==> src/rtl/cmd_sched_if.sv <==
// ============================================================================
// cmd_sched_if : command-write, registry-memory and pulse-engine signal bundle
// Rev 1.0
// ============================================================================
`default_nettype none

interface cmd_sched_if #(
  parameter int AW = 8,
  parameter int DW = 338
);
  logic          WR;
  logic [DW-1:0] DATA_IN;
  logic          FLUSH;
  logic [63:0]   TIME_NOW;
  logic          CMD_READY;
  logic [DW-1:0] mem_q;
  logic          mem_wren;
  logic [AW-1:0] mem_wraddress;
  logic [DW-1:0] mem_data;
  logic          mem_rden;
  logic [AW-1:0] mem_rdaddress;
  logic          CMD_VALID;
  logic [DW-1:0] CMD_OUT;
  logic          FULL;
  logic [AW:0]   USED;
  logic          ERR_OVF;
  logic          ERR_LATE;

  modport slave (
    input  WR, DATA_IN, FLUSH, TIME_NOW, CMD_READY, mem_q,
    output mem_wren, mem_wraddress, mem_data, mem_rden, mem_rdaddress,
    output CMD_VALID, CMD_OUT, FULL, USED, ERR_OVF, ERR_LATE
  );

  modport master (
    output WR, DATA_IN, FLUSH, TIME_NOW, CMD_READY, mem_q,
    input  mem_wren, mem_wraddress, mem_data, mem_rden, mem_rdaddress,
    input  CMD_VALID, CMD_OUT, FULL, USED, ERR_OVF, ERR_LATE
  );
endinterface

`default_nettype wire

==> src/rtl/cmd_sched.sv <==
// ============================================================================
// cmd_sched : in-order timed command scheduler over an external registry RAM
// Rev 1.0
// ============================================================================
`default_nettype none

module cmd_sched #(
  parameter int AW     = 8,
  parameter int DW     = 338,
  parameter int RD_LAT = 2
) (
  input  wire logic  CLK,
  input  wire logic  rst_n,
  cmd_sched_if.slave bus
);

  localparam int CW = (RD_LAT < 2) ? 1 : $clog2(RD_LAT + 1);
  localparam logic [AW+1:0] C_FULL = {2'b01, {AW{1'b0}}};

  typedef enum logic [2:0] {
    IDLE    = 3'd0,
    RD_REQ  = 3'd1,
    RD_WAIT = 3'd2,
    ARMED   = 3'd3,
    ISSUE   = 3'd4
  } state_t;

  state_t        state_q, state_d;
  logic [AW-1:0] wr_ptr_q;
  logic [AW-1:0] rd_ptr_q, rd_ptr_d;
  logic [AW:0]   used_q, used_d;
  logic [CW-1:0] lat_cnt_q, lat_cnt_d;
  logic [DW-1:0] entry_q, entry_d;
  logic          first_q, first_d;
  logic          wren_q;
  logic [AW-1:0] wraddr_q;
  logic [DW-1:0] wdata_q;
  logic          err_ovf_q;
  logic          err_late_q, err_late_d;

  logic          armed;
  logic [AW+1:0] occupancy;
  logic          full;
  logic          wr_acc;
  logic [63:0]   entry_ts;
  logic          time_ok;
  logic          late_now;
  logic          cmd_valid;
  logic          hs;

  // The slot being read, waited on or presented still counts as occupied.
  assign armed     = (state_q == RD_WAIT) || (state_q == ARMED) || (state_q == ISSUE);
  assign occupancy = {1'b0, used_q} + {{(AW+1){1'b0}}, wren_q} + {{(AW+1){1'b0}}, armed};
  assign full      = (occupancy == C_FULL);
  assign wr_acc    = bus.WR & ~full & ~bus.FLUSH;

  assign entry_ts  = entry_q[209:146];
  assign time_ok   = (bus.TIME_NOW >= entry_ts);
  assign late_now  = first_q & (entry_ts < bus.TIME_NOW);
  // Valid rises in the very cycle the start time is reached, not one later.
  assign cmd_valid = (state_q == ISSUE) || ((state_q == ARMED) && !late_now && time_ok);
  assign hs        = cmd_valid & bus.CMD_READY;

  always_comb begin
    state_d    = state_q;
    rd_ptr_d   = rd_ptr_q;
    lat_cnt_d  = lat_cnt_q;
    entry_d    = entry_q;
    first_d    = 1'b0;
    err_late_d = 1'b0;
    used_d     = used_q + {{AW{1'b0}}, wren_q};
    case (state_q)
      IDLE: begin
        if (used_q != '0) state_d = RD_REQ;
      end
      RD_REQ: begin
        used_d    = used_d - (AW+1)'(1);
        lat_cnt_d = CW'(1);
        state_d   = RD_WAIT;
      end
      RD_WAIT: begin
        if (lat_cnt_q == CW'(RD_LAT)) begin
          entry_d  = bus.mem_q;
          rd_ptr_d = rd_ptr_q + AW'(1);
          first_d  = 1'b1;
          state_d  = ARMED;
        end else begin
          lat_cnt_d = lat_cnt_q + CW'(1);
        end
      end
      ARMED: begin
        if (late_now) begin
          err_late_d = 1'b1;
          state_d    = IDLE;
        end else if (hs) begin
          state_d = IDLE;
        end else if (time_ok) begin
          state_d = ISSUE;
        end
      end
      ISSUE: begin
        if (hs) state_d = IDLE;
      end
      default: state_d = IDLE;
    endcase
  end

  always_ff @(posedge CLK) begin
    if (!rst_n) begin
      state_q    <= IDLE;
      wr_ptr_q   <= '0;
      rd_ptr_q   <= '0;
      used_q     <= '0;
      lat_cnt_q  <= '0;
      entry_q    <= '0;
      first_q    <= 1'b0;
      wren_q     <= 1'b0;
      wraddr_q   <= '0;
      wdata_q    <= '0;
      err_ovf_q  <= 1'b0;
      err_late_q <= 1'b0;
    end else if (bus.FLUSH) begin
      // Zeroing USED here also discards the commit of a write already on the port.
      state_q    <= IDLE;
      wr_ptr_q   <= '0;
      rd_ptr_q   <= '0;
      used_q     <= '0;
      lat_cnt_q  <= '0;
      first_q    <= 1'b0;
      wren_q     <= 1'b0;
      err_ovf_q  <= 1'b0;
      err_late_q <= 1'b0;
    end else begin
      state_q    <= state_d;
      rd_ptr_q   <= rd_ptr_d;
      used_q     <= used_d;
      lat_cnt_q  <= lat_cnt_d;
      entry_q    <= entry_d;
      first_q    <= first_d;
      wren_q     <= wr_acc;
      err_ovf_q  <= bus.WR & full;
      err_late_q <= err_late_d;
      if (wr_acc) begin
        wraddr_q <= wr_ptr_q;
        wdata_q  <= bus.DATA_IN;
        wr_ptr_q <= wr_ptr_q + AW'(1);
      end
    end
  end

  assign bus.mem_wren      = wren_q;
  assign bus.mem_wraddress = wraddr_q;
  assign bus.mem_data      = wdata_q;
  assign bus.mem_rden      = (state_q == RD_REQ);
  assign bus.mem_rdaddress = rd_ptr_q;
  assign bus.CMD_VALID     = cmd_valid;
  assign bus.CMD_OUT       = entry_q;
  assign bus.FULL          = full;
  assign bus.USED          = used_q;
  assign bus.ERR_OVF       = err_ovf_q;
  assign bus.ERR_LATE      = err_late_q;

endmodule

`default_nettype wire

==> src/flat_wrapper.sv <==
// flat-port wrapper written by rule: the top's interface ports become plain ports
module cmd_sched_flat 
#(
  parameter int AW     = 8,
  parameter int DW     = 338,
  parameter int RD_LAT = 2
)
  (CLK, rst_n, bus_WR, bus_DATA_IN, bus_FLUSH, bus_TIME_NOW, bus_CMD_READY, bus_mem_q, bus_mem_wren, bus_mem_wraddress, bus_mem_data, bus_mem_rden, bus_mem_rdaddress, bus_CMD_VALID, bus_CMD_OUT, bus_FULL, bus_USED, bus_ERR_OVF, bus_ERR_LATE);
  cmd_sched_if #(.AW(AW), .DW(DW)) bus_i ();
  input  wire logic CLK;
  input  wire logic rst_n;
  input wire logic [$bits(bus_i.WR)-1:0] bus_WR;
  input wire logic [$bits(bus_i.DATA_IN)-1:0] bus_DATA_IN;
  input wire logic [$bits(bus_i.FLUSH)-1:0] bus_FLUSH;
  input wire logic [$bits(bus_i.TIME_NOW)-1:0] bus_TIME_NOW;
  input wire logic [$bits(bus_i.CMD_READY)-1:0] bus_CMD_READY;
  input wire logic [$bits(bus_i.mem_q)-1:0] bus_mem_q;
  output wire logic [$bits(bus_i.mem_wren)-1:0] bus_mem_wren;
  output wire logic [$bits(bus_i.mem_wraddress)-1:0] bus_mem_wraddress;
  output wire logic [$bits(bus_i.mem_data)-1:0] bus_mem_data;
  output wire logic [$bits(bus_i.mem_rden)-1:0] bus_mem_rden;
  output wire logic [$bits(bus_i.mem_rdaddress)-1:0] bus_mem_rdaddress;
  output wire logic [$bits(bus_i.CMD_VALID)-1:0] bus_CMD_VALID;
  output wire logic [$bits(bus_i.CMD_OUT)-1:0] bus_CMD_OUT;
  output wire logic [$bits(bus_i.FULL)-1:0] bus_FULL;
  output wire logic [$bits(bus_i.USED)-1:0] bus_USED;
  output wire logic [$bits(bus_i.ERR_OVF)-1:0] bus_ERR_OVF;
  output wire logic [$bits(bus_i.ERR_LATE)-1:0] bus_ERR_LATE;
  assign bus_i.WR = bus_WR;
  assign bus_i.DATA_IN = bus_DATA_IN;
  assign bus_i.FLUSH = bus_FLUSH;
  assign bus_i.TIME_NOW = bus_TIME_NOW;
  assign bus_i.CMD_READY = bus_CMD_READY;
  assign bus_i.mem_q = bus_mem_q;
  assign bus_mem_wren = bus_i.mem_wren;
  assign bus_mem_wraddress = bus_i.mem_wraddress;
  assign bus_mem_data = bus_i.mem_data;
  assign bus_mem_rden = bus_i.mem_rden;
  assign bus_mem_rdaddress = bus_i.mem_rdaddress;
  assign bus_CMD_VALID = bus_i.CMD_VALID;
  assign bus_CMD_OUT = bus_i.CMD_OUT;
  assign bus_FULL = bus_i.FULL;
  assign bus_USED = bus_i.USED;
  assign bus_ERR_OVF = bus_i.ERR_OVF;
  assign bus_ERR_LATE = bus_i.ERR_LATE;
  cmd_sched #(.AW(AW), .DW(DW), .RD_LAT(RD_LAT)) u_core (.CLK(CLK), .rst_n(rst_n), .bus(bus_i));
endmodule
==> config.mk <==
export PLATFORM = sky130hd
export DESIGN_NAME = cmd_sched_flat
export DESIGN_NICKNAME = d
export VERILOG_FILES = /design/src/rtl/cmd_sched_if.sv /design/src/rtl/cmd_sched.sv /design/src/flat_wrapper.sv
export SDC_FILE = /design/constraint.sdc
export NUM_CORES = 2
export LEC_CHECK = 0
export BUFFER_PORTS_ARGS = -buffer_cell sky130_fd_sc_hd__buf_4
export CAP_MARGIN = 30
export CORE_AREA = 4 4 557 559
export CTS_BUF_LIST = sky130_fd_sc_hd__clkbuf_4 sky130_fd_sc_hd__clkbuf_8
export CTS_CLUSTER_DIAMETER = 150
export DETAILED_ROUTE_END_ITERATION = 10
export DIE_AREA = 0 0 561 563
export GPL_TIMING_DRIVEN = 0
export PLACE_DENSITY = 0.3
export SETUP_SLACK_MARGIN = 0.15
export SYNTH_ARGS = -nofsm -noshare
export SYNTH_HDL_FRONTEND = slang
export SYNTH_SLANG_ARGS = --single-unit
==> constraint.sdc <==
create_clock -name CLK -period 3.6 [get_ports CLK]
set_clock_uncertainty 0.1 [all_clocks]
set_input_delay 0.18 -clock CLK [delete_from_list [all_inputs] [get_ports CLK]]
set_output_delay 0.18 -clock CLK [all_outputs]
set_load 0.02 [all_outputs]
Word level (Yosys, flattened, before mapping)
Index checks and enable logic that the tools add are counted.

Input port bits: 745. Register bits: 718. Output and inout bits: 707. Word-level logic and storage cells: 71.

Order comparisons: 2. Reduce and logical (&&, ||, !) cells: 17. Equal/unequal tests: 11. Add/subtract/negate cells: 7. Bitwise operators: 10. Muxes and demuxes: 12.

Operators with widths (number): greater-or-equal comparator 64 bit (1); < comparator 64 bit (1); 2-to-1 mux 3 bit (6); adder 8 x 1 -> 8 bit, second input constant (2); one-hot mux 3 bit (5 select lines) (1); adder 10 x 1 -> 10 bit (1); adder 9 x 1 -> 10 bit (1); equality test 10 x 9 -> 1 bit, second input constant (1); adder 9 x 1 -> 9 bit (1); 2-to-1 mux 9 bit (1); nonzero test 9 bit (1); subtractor 9 x 1 -> 9 bit, second input constant (1); equality test 3 x 2 -> 1 bit, second input constant (2); AND reduction 2 bit (3); OR reduction 3 bit (2); bitwise AND 1 bit (5); inverter 1 bit (5); != test 2 x 1 -> 1 bit, second input constant (2); != test 2 bit, second input constant (2); != test 4 x 1 -> 1 bit, second input constant (1); one-hot mux 2 bit (2 select lines) (1); AND reduction 4 bit (1); equality test 3 x 1 -> 1 bit, second input constant (1); equality test 3 bit, second input constant (1); other kinds (11) (15).

Logic depth before layout (Yosys ltp)
Depth after elaboration: 10. Depth in mapped cells: 15. Mapped depth without buffers: 12.

Worst setup path before layout
No wires, ideal clock.

Path type: flip-flop to flip-flop. From: reg u_core.state_q[0]. To: reg u_core.wdata_q[214] (netlist: u_core.bus.mem_data[214]). Period minus slack after synthesis: 2924 ps. Data required time: 3372 ps. Data arrival time: 2696 ps. Setup slack: 676 ps. Stages on the path, launching flop included: 16. Path buffers: 4. Library setup time: 128 ps. Cells stage by stage: dfxtp_1 > buf_2 > nor2_1 > mux2i_1 > fa_1 > inv_1 > ha_1 > nand4_1 > o32ai_2 > o2111ai_1 > o211a_1 > buf_6 > buf_6 > buf_6 > nand3_2 > o21ai_1.

Word-level cells in the longest chain between the ends: 9. Elaborated cells between the ends (all ways): 11. Classes of those cells: add/sub (1); eq/ne (4); bitwise (3); reduce/logical (3).

RTL lines: start: declaration (RTL line cmd_sched.sv:28) `state_t state_q, state_d;`; start signal: assignment (RTL line cmd_sched.sv:134) `state_q <= state_d;`; equality test 3 x 2 -> 1 bit (RTL line cmd_sched.sv:52) `assign armed = (state_q == RD_WAIT) || (state_q == ARMED) || (state_q == ISSUE);`; logical OR 1 bit (RTL line cmd_sched.sv:52); logical OR 1 bit * (RTL line cmd_sched.sv:52); adder 10 x 1 -> 10 bit * (RTL line cmd_sched.sv:53) `assign occupancy = {1'b0, used_q} + {{(AW+1){1'b0}}, wren_q} + {{(AW+1){1'b0}}, armed};`; equality test 10 x 9 -> 1 bit * (RTL line cmd_sched.sv:54) `assign full = (occupancy == C_FULL);`; inverter 1 bit * (RTL line cmd_sched.sv:55) `assign wr_acc = bus.WR & ~full & ~bus.FLUSH;`; bitwise AND 1 bit * (2 in a row) (RTL line cmd_sched.sv:55); AND reduction 2 bit (no source line) *; end signal: assignment (RTL line cmd_sched.sv:145) `wdata_q <= bus.DATA_IN;`; end: declaration (RTL line cmd_sched.sv:37) `logic [DW-1:0] wdata_q;`.

Every way passes the cells marked *; elsewhere a longest branch is shown, timed or not. A chain may end at the register's enable or synchronous reset.

Final worst setup path
From: reg u_core.entry_q[201] (netlist: u_core.bus.CMD_OUT[201]). To: out bus_CMD_VALID.

Word-level cells in the longest chain between the ends: 6. Elaborated cells between the ends (all ways): 7. Classes of those cells: order compare (2); bitwise (1); reduce/logical (4).

RTL lines: start: declaration (RTL line cmd_sched.sv:33) `logic [DW-1:0] entry_q, entry_d;`; start signal: assignment (RTL line cmd_sched.sv:138) `entry_q <= entry_d;`; < comparator 64 bit (RTL line cmd_sched.sv:59) `assign late_now = first_q & (entry_ts < bus.TIME_NOW);`; bitwise AND 1 bit (RTL line cmd_sched.sv:59); logical NOT 1 bit (RTL line cmd_sched.sv:61) `assign cmd_valid = (state_q == ISSUE) || ((state_q == ARMED) && !late_now && time_ok);`; logical AND 1 bit (RTL line cmd_sched.sv:61); logical AND 1 bit * (RTL line cmd_sched.sv:61); logical OR 1 bit * (RTL line cmd_sched.sv:61); end: declaration (RTL line flat_wrapper.sv:23) `output wire logic [$bits(bus_i.CMD_VALID)-1:0] bus_CMD_VALID;`.

Marks and branches as above.

==> results.ini <==
[outcome]
status = complete, but fails checks
violations = negative setup slack

[place]
gp_congestion = 0.913
placed_cells = 9023
io_buffers = 1450
detailed_place_hpwl_mm = 230
place_area_um2 = 45300
preCtsSetupSlack_ps = -915

[synth]
synth-main-ff-cell = dfxtp_1
synth_cell_types = 58
synth_nets = 4269
ys_warn_count = 0
async_reset_ff_frac = 0
syn_area_per_cell_um2 = 8.38
synth_seq_cells = 718
yosys.area.top_type = dfxtp_1
synth_edf_count = 0
synth.top_cell.area_share = 0.497
syn-instance-count = 3452
yosysSeqAreaShare = 0.497
ys_top_cells_by_area = dfxtp_1, nand2_1, a21boi_0
synthesis.area_um2 = 28900

[layout]
multiInputGateArea_um2 = 14400
syn_to_final_growth_pct = 126
mostFrequentLayoutCells = buf_4, dlygate4sd3_1, nand2_1, dfxtp_1, a21boi_0
final_common_cell = buf_4
fin_cells = 10800
register_area_um2 = 14500
finalInstanceArea_um2 = 65300
nets = 7341
num-fill-cells = 34000
drive_gt1_frac = 0.345

[global_route]
grt.total_usage = 0.163
overflow = 0
antenna_found_initial = 125
grt_start_max_net_pins = 15
grt_pass1_vias = 38700
grt_pass1_wl_mm = 351

[setup_path]
worstSetupPathType = flop to output port
required_ps = 3320
rrSetupSlack_ps = 180
crit_arrival_ps = 3360
critPathCaptureType = output port
startpoint_type = flop
path_max_fanout = 3

[sta]
hold-worst-slack_ps = 107
period_needed_ps = 3640
setup_viol = 1
slew_viol_final = 0
worstMarginPinSlew_ps = 1190
rsz0062_at_grt = true
hold_viol_final = 0
finalCritPeriodShare = 1.01
fin_ws_ps = -37.3
clock.fmax_mhz = 275
max_slew_margin = 0.208

[floorplan]
row_count = 203
core_um2 = 305000
io_pins = 1452
initial_core_util = 0.0949
die_y_um = 563
die_width_um = 561
dieArea_um2 = 316000

[clock_tree]
cts_max_path_buffers = 4
insertion_delay_ps = 930
tritoncts = done
clock_sinks = 718
cts_root_buf = clkbuf_8
cts.clk_slew.worst_paths_ps = 60
numCtsBuffers = 164
htreeDepth = 4

[detailed_routing]
wl_per_cell_um = 25.3
drt_iter0_drc = 1775
final_antenna_net_count = 0
first_pass_iters = 5
viasPerCell = 3.47
finalWirelength_mm = 272
vias = 37300
drc = 0

[power_and_ir_drop]
peakVddDrop_uv = 239
finalPower_mw = 22.8
p_leak_nw = 25.3
pwr_density_cell_nw_per_um2 = 349

[job]
maxCapViolCount = 0

[hold_path]
hp-class = input port to flop

layer usage:
metal  track usage  part of all wire  routed length, um  vias to the layer above
met5             0            0.0012                316                        -
met4        0.0372             0.025               6820                       48
met3        0.0757              0.11              30200                      340
met2         0.273              0.46             126000                     1507
met1         0.188              0.40             109000                    17700
li1              -                 -                  -                    17700
sequential cells by signal (all words and copies together) (netlist names):
register and cells:
u_core.bus.USED 9, u_core.bus.ERR_LATE 1, u_core.bus.CMD_OUT 338, u_core.wr_ptr_q 8
u_core.bus.mem_rdaddress 8, u_core.lat_cnt_q 2, u_core.bus.ERR_OVF 1, u_core.bus.mem_data 338
u_core.bus.mem_wraddress 8, u_core.state_q 3, u_core.first_q 1, u_core.bus.mem_wren 1
cell families (layout without fill, tap and decap cells):
| family | after synthesis | after routing | share of synthesized area |
|---|---|---|---|
| AND/OR/NAND/NOR | 1523 | 1523 | 0.240 |
| AO/OA/AOI/OAI | 749 | 749 | 0.163 |
| flip-flops | 718 | 718 | 0.497 |
| buffers and inverters | 354 | 3541 | 0.0574 |
| adder cells (fa/ha/maj) | 72 | 72 | 0.0314 |
| XOR/XNOR | 29 | 29 | 0.00878 |
| multiplexers | 7 | 7 | 0.00255 |
| other | 0 | 32 | 0 |
cell type report:
class,instances,area share
timing repair buffer,2907,0.396
inverter,78,0.00452
buffer,275,0.0255
sequential,718,0.221
antenna,32,0.00123
clock buffer,258,0.0488
clock inverter,23,0.00425
multi-input combinational,2380,0.220
tap,4100,0.0785
cells in the mapped netlist, drive strengths merged (3+ instances only):
| cell | count |
|---|---|
| clkbuf | 189 |
| xor2 | 15 |
| xnor2 | 14 |
| mux2i | 4 |
| nor3 | 12 |
| buf | 87 |
| nand4 | 26 |
| nor4 | 7 |
| and3 | 4 |
| dfxtp | 718 |
| a21oi | 28 |
| a21boi | 338 |
| inv | 78 |
| nand3 | 357 |
| o21ai | 356 |
| ha | 71 |
| nor2b | 3 |
| a21o | 3 |
| nor2 | 44 |
| mux2 | 3 |
| nand2 | 1056 |
| a211oi | 3 |
critical path, cell delays in order, from the launching register on:
cell      delay (ps)
dfxtp_4          400
inv_2             60
ha_4             270
nand4_1          190
nor4_4           300
buf_6            180
and3_4           180
nand4b_1         110
buf_6            160
o2bb2a_2         250
a21bo_2          210
buf_8            140
per-stage QoR:
| stage | setup TNS, ps | utilization |
|---|---|---|
| 2_1_floorplan | 0 | - |
| 3_3_place_gp | -594300 | 0.147 |
| 3_5_place_dp | -187890 | 0.148 |
| 4_1_cts | -247 | 0.207 |
| 5_1_grt | -316 | 0.214 |
| 6_report | -37.3 | 0.214 |
report_power, final:
group	switching, mW	internal, mW
clock network	4.52	5.89
registers	0.134	8.14
logic	1.97	2.14
total	6.62	16.2
worst paths after layout:
| kind | start | endpoint | depth (start not counted) |
|---|---|---|---|
| worst max register to register | u_core.bus.CMD_OUT[147]$_SDFFE_PN0P_ | u_core.state_q[2]$_SDFFE_PP0P_ | 14 |
| worst min-delay path | bus_DATA_IN[145] | u_core.bus.mem_data[145]$_SDFFE_PN0P_ | 4 |
| worst max-delay path | u_core.bus.CMD_OUT[201]$_SDFFE_PN0P_ | bus_CMD_VALID | 11 |
| worst min register to register | u_core.bus.mem_data[56]$_SDFFE_PN0P_ | u_core.bus.mem_data[56]$_SDFFE_PN0P_ | 2 |
repair_timing:
item                                    CTS  global route
hold buffers                           1362             0
pin swaps                                31            77
endpoints found under the hold margin   690             0
buffers inserted                         32            17
gates cloned                              0            25
gates resized for setup                 136           307
setup endpoints to repair               450           278
Power figures use the tool's default switching activity.
